==> src/rtl/servo_pkg.sv <==
// Shared constants, parser state encoding and helpers for the servo command scheduler.
package servo_pkg;

  localparam int          POS_W             = 8;
  localparam logic [7:0]  SYNC_BYTE_DEFAULT = 8'hFF;

  typedef enum logic [1:0] {
    WAIT_SYNC = 2'd0,
    GET_CH    = 2'd1,
    GET_POS   = 2'd2
  } parse_state_e;

  // Channel index width, never narrower than one bit.
  function automatic int ch_width(input int n);
    return (n > 1) ? $clog2(n) : 1;
  endfunction

  // Move cur toward tgt by at most step, landing exactly on tgt when close enough.
  function automatic logic [POS_W-1:0] slew_step(input logic [POS_W-1:0] cur,
                                                 input logic [POS_W-1:0] tgt,
                                                 input logic [POS_W-1:0] step);
    if (tgt > cur) begin
      return ((tgt - cur) > step) ? (cur + step) : tgt;
    end else if (cur > tgt) begin
      return ((cur - tgt) > step) ? (cur - step) : tgt;
    end
    return cur;
  endfunction

endpackage

==> src/rtl/servo_frame_parser.sv <==
// Decodes SYNC/channel/position byte frames into single-cycle pending-position writes,
// with an inter-byte timeout while a frame is open.
module servo_frame_parser
  import servo_pkg::*;
#(
  parameter int         NUM_CH      = 4,
  parameter logic [7:0] SYNC_BYTE   = SYNC_BYTE_DEFAULT,
  parameter int         TIMEOUT_CYC = 50000,
  parameter int         CH_W        = 2
) (
  input  logic             clk,
  input  logic             rst,
  input  logic [7:0]       rx_data_i,
  input  logic             rx_valid_i,
  output logic             wr_en_o,
  output logic [CH_W-1:0]  wr_ch_o,
  output logic [POS_W-1:0] wr_pos_o,
  output logic             cmd_err_o,
  output logic             busy_o
);

  localparam int         CNT_W    = $clog2(TIMEOUT_CYC + 1);
  localparam logic [7:0] NUM_CH_B = 8'(NUM_CH);

  parse_state_e     state_q;
  logic [CH_W-1:0]  ch_q;
  logic [CNT_W-1:0] cnt_q;
  logic             err_q;
  logic             busy_q;

  // The position write is taken on the same edge that accepts the final byte.
  assign wr_en_o   = rx_valid_i && (state_q == GET_POS);
  assign wr_ch_o   = ch_q;
  assign wr_pos_o  = rx_data_i;
  assign cmd_err_o = err_q;
  assign busy_o    = busy_q;

  always_ff @(posedge clk) begin
    if (rst) begin
      state_q <= WAIT_SYNC;
      ch_q    <= '0;
      cnt_q   <= '0;
      err_q   <= 1'b0;
      busy_q  <= 1'b0;
    end else begin
      err_q <= 1'b0;
      if (rx_valid_i) begin
        cnt_q <= '0;
        case (state_q)
          WAIT_SYNC: begin
            if (rx_data_i == SYNC_BYTE) begin
              state_q <= GET_CH;
              busy_q  <= 1'b1;
            end
          end
          GET_CH: begin
            // A repeated SYNC simply restarts the frame.
            if (rx_data_i == SYNC_BYTE) begin
              state_q <= GET_CH;
            end else if (rx_data_i < NUM_CH_B) begin
              ch_q    <= rx_data_i[CH_W-1:0];
              state_q <= GET_POS;
            end else begin
              err_q   <= 1'b1;
              state_q <= WAIT_SYNC;
              busy_q  <= 1'b0;
            end
          end
          GET_POS: begin
            state_q <= WAIT_SYNC;
            busy_q  <= 1'b0;
          end
          default: begin
            state_q <= WAIT_SYNC;
            busy_q  <= 1'b0;
          end
        endcase
      end else if (state_q != WAIT_SYNC) begin
        if (cnt_q == CNT_W'(TIMEOUT_CYC - 1)) begin
          err_q   <= 1'b1;
          state_q <= WAIT_SYNC;
          busy_q  <= 1'b0;
          cnt_q   <= '0;
        end else begin
          cnt_q <= cnt_q + CNT_W'(1);
        end
      end
    end
  end

endmodule

==> src/rtl/servo_cmd_scheduler.sv <==
// Servo command scheduler: buffers per-channel positions from UART frames and commits them
// on frame boundaries. Define SERVO_SLEW_LIMIT_EN to rate-limit each commit to MAX_STEP.
module servo_cmd_scheduler
  import servo_pkg::*;
#(
  parameter int               NUM_CH      = 4,
  parameter logic [7:0]       SYNC_BYTE   = SYNC_BYTE_DEFAULT,
  parameter int               TIMEOUT_CYC = 50000,
  parameter logic [POS_W-1:0] DEFAULT_POS = 8'd128,
  parameter int               MAX_STEP    = 8
) (
  input  logic                    clk,
  input  logic                    rst,
  input  logic [7:0]              rx_data,
  input  logic                    rx_valid,
  input  logic                    cycle_start,
  output logic [NUM_CH*POS_W-1:0] pos_out,
  output logic                    pos_update,
  output logic                    cmd_err,
  output logic                    busy
);

  localparam int CH_W = ch_width(NUM_CH);

  if (NUM_CH < 1 || NUM_CH > 8) begin : g_bad_num_ch
    $error("NUM_CH must be in 1..8");
  end
  if (MAX_STEP < 1 || MAX_STEP > 255) begin : g_bad_max_step
    $error("MAX_STEP must be in 1..255");
  end

  logic             wr_en;
  logic [CH_W-1:0]  wr_ch;
  logic [POS_W-1:0] wr_pos;

  servo_frame_parser #(
    .NUM_CH      (NUM_CH),
    .SYNC_BYTE   (SYNC_BYTE),
    .TIMEOUT_CYC (TIMEOUT_CYC),
    .CH_W        (CH_W)
  ) u_parser (
    .clk        (clk),
    .rst        (rst),
    .rx_data_i  (rx_data),
    .rx_valid_i (rx_valid),
    .wr_en_o    (wr_en),
    .wr_ch_o    (wr_ch),
    .wr_pos_o   (wr_pos),
    .cmd_err_o  (cmd_err),
    .busy_o     (busy)
  );

  logic cs_q;
  logic cs_prev_q;
  logic commit;
  logic pos_update_q;
  logic pos_update_d;
  logic [NUM_CH-1:0] dirty_v;

  // One commit per rising edge of the frame-boundary level, however long it stays high.
  assign commit = cs_q && !cs_prev_q;

`ifdef SERVO_SLEW_LIMIT_EN
  localparam logic [POS_W-1:0] STEP = POS_W'(MAX_STEP);
  logic [NUM_CH-1:0] changed_v;
  assign pos_update_d = |changed_v;
`else
  assign pos_update_d = commit && (|dirty_v);
`endif

  for (genvar gi = 0; gi < NUM_CH; gi++) begin : g_ch
    logic [POS_W-1:0] pos_q;
    logic [POS_W-1:0] pend_q;
    logic             dirty_q;
    logic [POS_W-1:0] pos_d;
    logic             hit;

    assign hit = wr_en && (wr_ch == CH_W'(gi));
`ifdef SERVO_SLEW_LIMIT_EN
    assign pos_d         = slew_step(pos_q, pend_q, STEP);
    assign changed_v[gi] = commit && dirty_q && (pos_d != pos_q);
`else
    assign pos_d = pend_q;
`endif

    // A write landing on the commit edge wins the dirty bit, so it goes out next frame.
    always_ff @(posedge clk) begin
      if (rst) begin
        pos_q   <= DEFAULT_POS;
        pend_q  <= DEFAULT_POS;
        dirty_q <= 1'b0;
      end else begin
        if (commit && dirty_q) begin
          pos_q <= pos_d;
          if (pos_d == pend_q) begin
            dirty_q <= 1'b0;
          end
        end
        if (hit) begin
          pend_q  <= wr_pos;
          dirty_q <= 1'b1;
        end
      end
    end

    assign dirty_v[gi]                 = dirty_q;
    assign pos_out[gi*POS_W +: POS_W]  = pos_q;
  end

  always_ff @(posedge clk) begin
    if (rst) begin
      cs_q         <= 1'b0;
      cs_prev_q    <= 1'b0;
      pos_update_q <= 1'b0;
    end else begin
      cs_q         <= cycle_start;
      cs_prev_q    <= cs_q;
      pos_update_q <= pos_update_d;
    end
  end

  assign pos_update = pos_update_q;

endmodule

==> config.mk <==
export PLATFORM = sky130hd
export DESIGN_NAME = servo_cmd_scheduler
export DESIGN_NICKNAME = d
export VERILOG_FILES = /design/src/rtl/servo_pkg.sv /design/src/rtl/servo_frame_parser.sv /design/src/rtl/servo_cmd_scheduler.sv
export SDC_FILE = /design/constraint.sdc
export NUM_CORES = 1
export LEC_CHECK = 0
export CORE_ASPECT_RATIO = 0.5
export CORE_MARGIN = 2
export CORE_UTILIZATION = 54
export DETAILED_ROUTE_END_ITERATION = 6
export PLACE_DENSITY = 0.78
export REMOVE_ABC_BUFFERS = 1
export SETUP_SLACK_MARGIN = 0.1
export SYNTH_ARGS = -nofsm -noshare
export SYNTH_HDL_FRONTEND = slang
export SYNTH_SLANG_ARGS = --single-unit
==> constraint.sdc <==
create_clock -name clk -period 1.75 [get_ports clk]
set_input_delay 0.4375 -clock clk [delete_from_list [all_inputs] [get_ports clk]]
set_output_delay 0.4375 -clock clk [all_outputs]
set_load 0.01 [all_outputs]
## Word-level counts from Yosys, hierarchy flattened

Index checks and enable logic that the tools add are counted.

| operators by class | value |
|---|---|
| bitwise operators | 1 |
| multiply operators | 0 |
| shifts and indexed selects | 0 |
| reductions and logical operators | 26 |
| div/mod/pow operators | 0 |
| mux-type cells | 29 |
| eq/ne operators | 10 |
| magnitude comparators | 1 |
| add/subtract/negate cells | 1 |

Operators with widths:

| operator | count |
|---|---|
| $mux W1 | 20 |
| $add A16 B1 Y16 const B | 1 |
| $eq A16 B16 Y1 const B | 1 |
| $mux W16 | 1 |
| $reduce_bool A2 Y1 | 7 |
| $mux W2 | 6 |
| $logic_and A1 B1 Y1 | 11 |
| $eq A8 B8 Y1 const B | 1 |
| $lt A8 B3 Y1 const B | 1 |
| $eq A2 B2 Y1 const B | 3 |
| $ne A3 B3 Y1 const B | 2 |
| $reduce_and A5 Y1 | 1 |
| $eq A2 B1 Y1 const B | 2 |
| $logic_not A2 Y1 | 2 |
| $pmux W2 S2 | 1 |
| $reduce_and A4 Y1 | 1 |
| $reduce_or A4 Y1 | 1 |
| $ne A3 B2 Y1 const B | 1 |
| $reduce_and A3 Y1 | 1 |
| $pmux W1 S2 | 1 |
| $reduce_or A2 Y1 | 1 |
| $logic_not A1 Y1 | 1 |
| $not A1 Y1 | 1 |

| storage, ports and cells | value |
|---|---|
| register bits after elaboration | 93 |
| ROM bits | 0 |
| memories | 0 |
| output and inout port bits | 35 |
| input port bits | 12 |
| logic and storage cells | 88 |
| bits in writable memories | 0 |
| latch bits | 0 |

## Depth between registers and ports, before layout

| depth | value |
|---|---|
| word-level depth | 5 |
| depth in mapped cells | 6 |
| mapped depth without buffers | 5 |

## Modules after synthesis

From an unflattened synthesis, not the netlist that was laid out.

| unflattened totals | value |
|---|---|
| cells, all modules | 435 |
| area total of the unflattened synthesis | 3,647.2 um^2 |

Modules (own cells, without submodules):

| module | sequential area each (um^2) | cells each | area an instance (um^2) | times used |
|---|---|---|---|---|
| servo_cmd_scheduler | 1,421.4 | 306 | 2,522.4 | 1 |
| servo_frame_parser | 440.4 | 129 | 1,124.8 | 1 |

## Worst setup path before layout

OpenSTA, ideal clock, no wires.

| path | value |
|---|---|
| kind | register -> register |
| start | register u_parser.cnt_q[0] |
| end | register u_parser.cnt_q[4] |
| cell stages (with the launch flop) | 7 |
| clock period less this slack | 1,578 ps |
| arrival time | 1,463 ps |
| setup time | 115 ps |
| required time | 1,635 ps |
| buffers on the path | 1 |
| slack | 172 ps |
| cell sequence | dfxtp_1 > ha_1 > o2111a_1 > nand4_1 > o21ai_2 > buf_6 > nor2_1 |

| between the ends | value |
|---|---|
| cells in the longest elaborated chain, start to end | 2 |
| elaborated cells on any way between the ends | 3 |
| those cells by class | add/sub (1); eq/ne (1); mux (1) |

RTL lines:

| what | RTL line | source |
|---|---|---|
| start: declaration | servo_frame_parser.sv:27 | `logic [CNT_W-1:0] cnt_q;` |
| start signal: assignment | servo_frame_parser.sv:85 | `cnt_q <= cnt_q + CNT_W'(1);` |
| $add A16 B1 Y16 or $eq A16 B16 Y1 (tied branches) | servo_frame_parser.sv:85, servo_frame_parser.sv:79 |  |
| $mux W16 (*) | servo_frame_parser.sv:79 | `if (cnt_q == CNT_W'(TIMEOUT_CYC - 1)) begin` |

Every way passes the cells marked *; elsewhere a longest branch is shown, timed or not.
A chain may end at the register's enable or synchronous reset.

## Final worst setup path

| path | value |
|---|---|
| start | register pos_update_q (netlist: pos_update) |
| end | output pos_update |

RTL lines:

| what | RTL line | source |
|---|---|---|
| start: declaration | servo_cmd_scheduler.sv:56 | `logic pos_update_q;` |
| start signal: assignment | servo_cmd_scheduler.sv:118 | `pos_update_q <= pos_update_d;` |
| end: declaration | servo_cmd_scheduler.sv:18 | `output logic pos_update,` |

No word-level cell between the ends.

==> metrics.md <==
| Metric | Value |
|---|---|
| Status | finished, final reports clean |
| Data arrival time of the worst path | 1160 ps |
| Gpl congestion | 0.813 |
| Mapped cell area | 3570 µm² |
| Register area share after synthesis | 0.522 |
| Number of global-route vias before repair | 2828 |
| Commonest non-fill, non-tap cell in the layout | dfxtp_1 |
| Syn avg cell area | 9.05 µm² |
| Largest net degree at the start of global routing | 37 |
| Number of flops mapped to enable cells by yosys | 0 |
| Worst-case reg-to-reg path depth | 6 |
| First-pass DRT Iterations | 4 |
| TritonCTS buffer count | 9 |
| Routed len/inst | 15.2 µm |
| CP max stage delay | 520 ps |
| Slew headroom | 0.718 |
| CP Buf/Inv Count | 1 |
| Most frequent cells in the layout | 91 x dfxtp_1, 50 x nor2_1, 42 x nand2_1 |
| Layout cells sized above 1 | 0.129 |
| Power, Total | 4.25 mW |
| Synth Instances | 394 |
| Worst r2r src | u_parser.cnt_q[1] |
| Core area | 6230 µm² |
| Die ar. | 7310 µm² |
| Worst path depth | 1 |
| Cell Count Post-Placement | 538 |
| Die extent in x | 119 µm |
| Startpoint Class | register |
| Slowest stage cell, crit path | clkdlybuf4s50_1 |
| Via count | 3012 |
| CTS tree | done |
| Synth area leader | dfxtp_1 |
| Kind of critical path | reg -> out |
| Slew Viols, Final | 0 |
| Hpwl dp | 5730 µm |
| Finished Layout Cells | 554 |
| Period utilization | 0.915 |
| # setup viols final | 0 |
| Worst Skew | 7.87 ps |
| LEAKAGE | 2.21 nW |
| Ys flop type | dfxtp_1 |
| Via-to-Cell Ratio | 5.44 |
| Fillers | 444 |
| Routed WL | 8400 µm |
| Global Route Usage Sum | 0.243 |
| Initial Util | 0.572 |
| Yosys warns | 0 |
| Clock-pin slew on the worst setup and hold paths | 60 ps |
| Fin crit period | 1600 ps |
| FMAX | 0.625 GHz |
| Flop-to-flop setup slack | 190 ps |
| Layout area overhead | 31.3% |
| Hold Path Class | in -> reg |
| Initial drt markers | 202 |
| Layout Nets | 476 |
| Number of top-level pins | 47 |
| Setup crit end | pos_update |
| Row count | 20 |
| Crit path capture type | output pin |
| Cell area power density | 906 nW/µm² |
| Clk root buf | clkbuf_16 |
| Worst Setup SP | pos_update |
| First-pass GRT wire length | 13400 µm |
| Die Ht | 61.5 µm |
| Max-Cap Viols | 0 |
| Post-synth ARST share | 0 |
| Top post-synthesis cells by area | dfxtp_1 52%, mux2i_1 8.7%, nor2_1 5.3% |
| Worst Tran Pin Value | 423 ps |
| Antenna Diode Count | 0 |
| Unrepaired setup endpoints after global routing | false |
| DRC viols | 0 |
| Antenna Nets Post-Route | 0 |
| Worst VDD drop | 0.646 mV |
| Worst R2R End | u_parser.state_q[1] |
| Yosys top cell area share | 0.522 |
| Synth cell types | 35 |
| Top Family by Delay on Critical Path | buffers and inverters |
| Clock Path Buffers | 2 |
| Seq cells post-synth | 93 |
| Overflow after GRT | 0 |
| Clock sinks | 93 |
| Critical path, cell by cell | clkdlybuf4s50_1 |
| CP required | 1310 ps |
| IO Port Bufs | 46 |
| Final hold violation count | 0 |
| Initial antenna violation count | 0 |
| Worst hold slack | 407 ps |
| CP Max Fanout | 1 |
| Worst skew pair latency | 340 ps |
| H-Tree Depth | 3 |
## cells by family (layout without fill, tap and decap cells)
group,count (synthesis),count (layout),share of synthesized area
buffers and inverters,28,100,0.0375
multiplexers,31,31,0.0870
AND/OR/NAND/NOR,173,173,0.229
XOR/XNOR,11,11,0.0270
flip-flops,93,93,0.522
AO/OA/AOI/OAI,57,57,0.0944
adder cells (fa/ha/maj),1,1,0.00351
## registers in the layout, summed over array words and instances (netlist names)
| signal | count |
|---|---|
| cs_prev_q | 1 |
| u_parser.state_q | 2 |
| u_parser.cnt_q | 16 |
| u_parser.cmd_err_o | 1 |
| g_ch.pend_q | 32 |
| g_ch.dirty_q | 4 |
| u_parser.wr_ch_o | 2 |
| u_parser.busy_o | 1 |
| g_ch.pos_q | 32 |
| pos_update | 1 |
| cs_q | 1 |
## layout make-up
class | instances | area (µm²) | area share
sequential | 93 | 1860 | 0.398
multi-input combinational | 273 | 1600 | 0.342
timing repair buffer | 83 | 802 | 0.171
clock buffer | 12 | 236 | 0.0505
tap | 88 | 110 | 0.0235
clock inverter | 2 | 60.1 | 0.0128
inverter | 3 | 11.3 | 0.00240
## stage by stage
step                utilization  cell area (µm²)  setup TNS [ps]  setup slack, ps
finish                    0.752             4680               0              150
global route              0.752             4680               0             99.6
CTS                       0.738             4600               0              100
detailed placement        0.687             4280           -8840             -331
global placement          0.687             4280           -6740             -292
floorplan                     -             3440          -18720             -590
## power by group
| group | leakage [nW] | internal, mW | switching, mW | total [mW] |
|---|---|---|---|---|
| sequential | 0.750 | 2.12 | 0.00131 | 2.12 |
| clock | 0.143 | 1.24 | 0.736 | 1.97 |
| combinational | 1.32 | 0.0622 | 0.0903 | 0.153 |
## synth_stat cells, types with 3 or more instances
master	instances
nor2b_1	7
a21oi_1	36
nor4_1	4
nand4_1	9
or3_1	4
nor2_1	50
xor2_1	9
mux2i_1	31
buf_2	8
clkbuf_1	13
and4_1	3
dfxtp_1	93
o21ai_0	6
nor3_1	3
nand3_1	37
a211o_1	8
nand2_1	42
and3_1	8
inv_1	3
## routing by layer
layer	track usage	vias to the layer above	share of wire
met3	0.0713	6	0.042
met1	0.291	1453	0.45
met2	0.443	48	0.50
met5	0	-	0
met4	0.0697	0	0.010
li1	-	1505	-
## worst min-delay path by stage
stage / from / endpoint / cells past startpoint
2_1_floorplan: g_ch[1].pend_q[7] / g_ch[1].pend_q[7] / 1
4_1_cts: rst / u_parser.state_q[1] / 2
3_5_place_dp: g_ch[0].pos_q[0] / g_ch[0].pos_q[0] / 2
3_3_place_gp: g_ch[3].pos_q[0] / g_ch[3].pos_q[0] / 2
5_1_grt: rst / u_parser.state_q[1] / 2
6_report: rst / u_parser.state_q[1] / 2
## repair_timing
action,CTS,global route
setup endpoints to repair,36,51
resized for setup,15,31
pin swaps,2,0
hold buffers,0,0
setup buffers,1,1
cloned,0,0
Power figures use the tool's default switching activity.
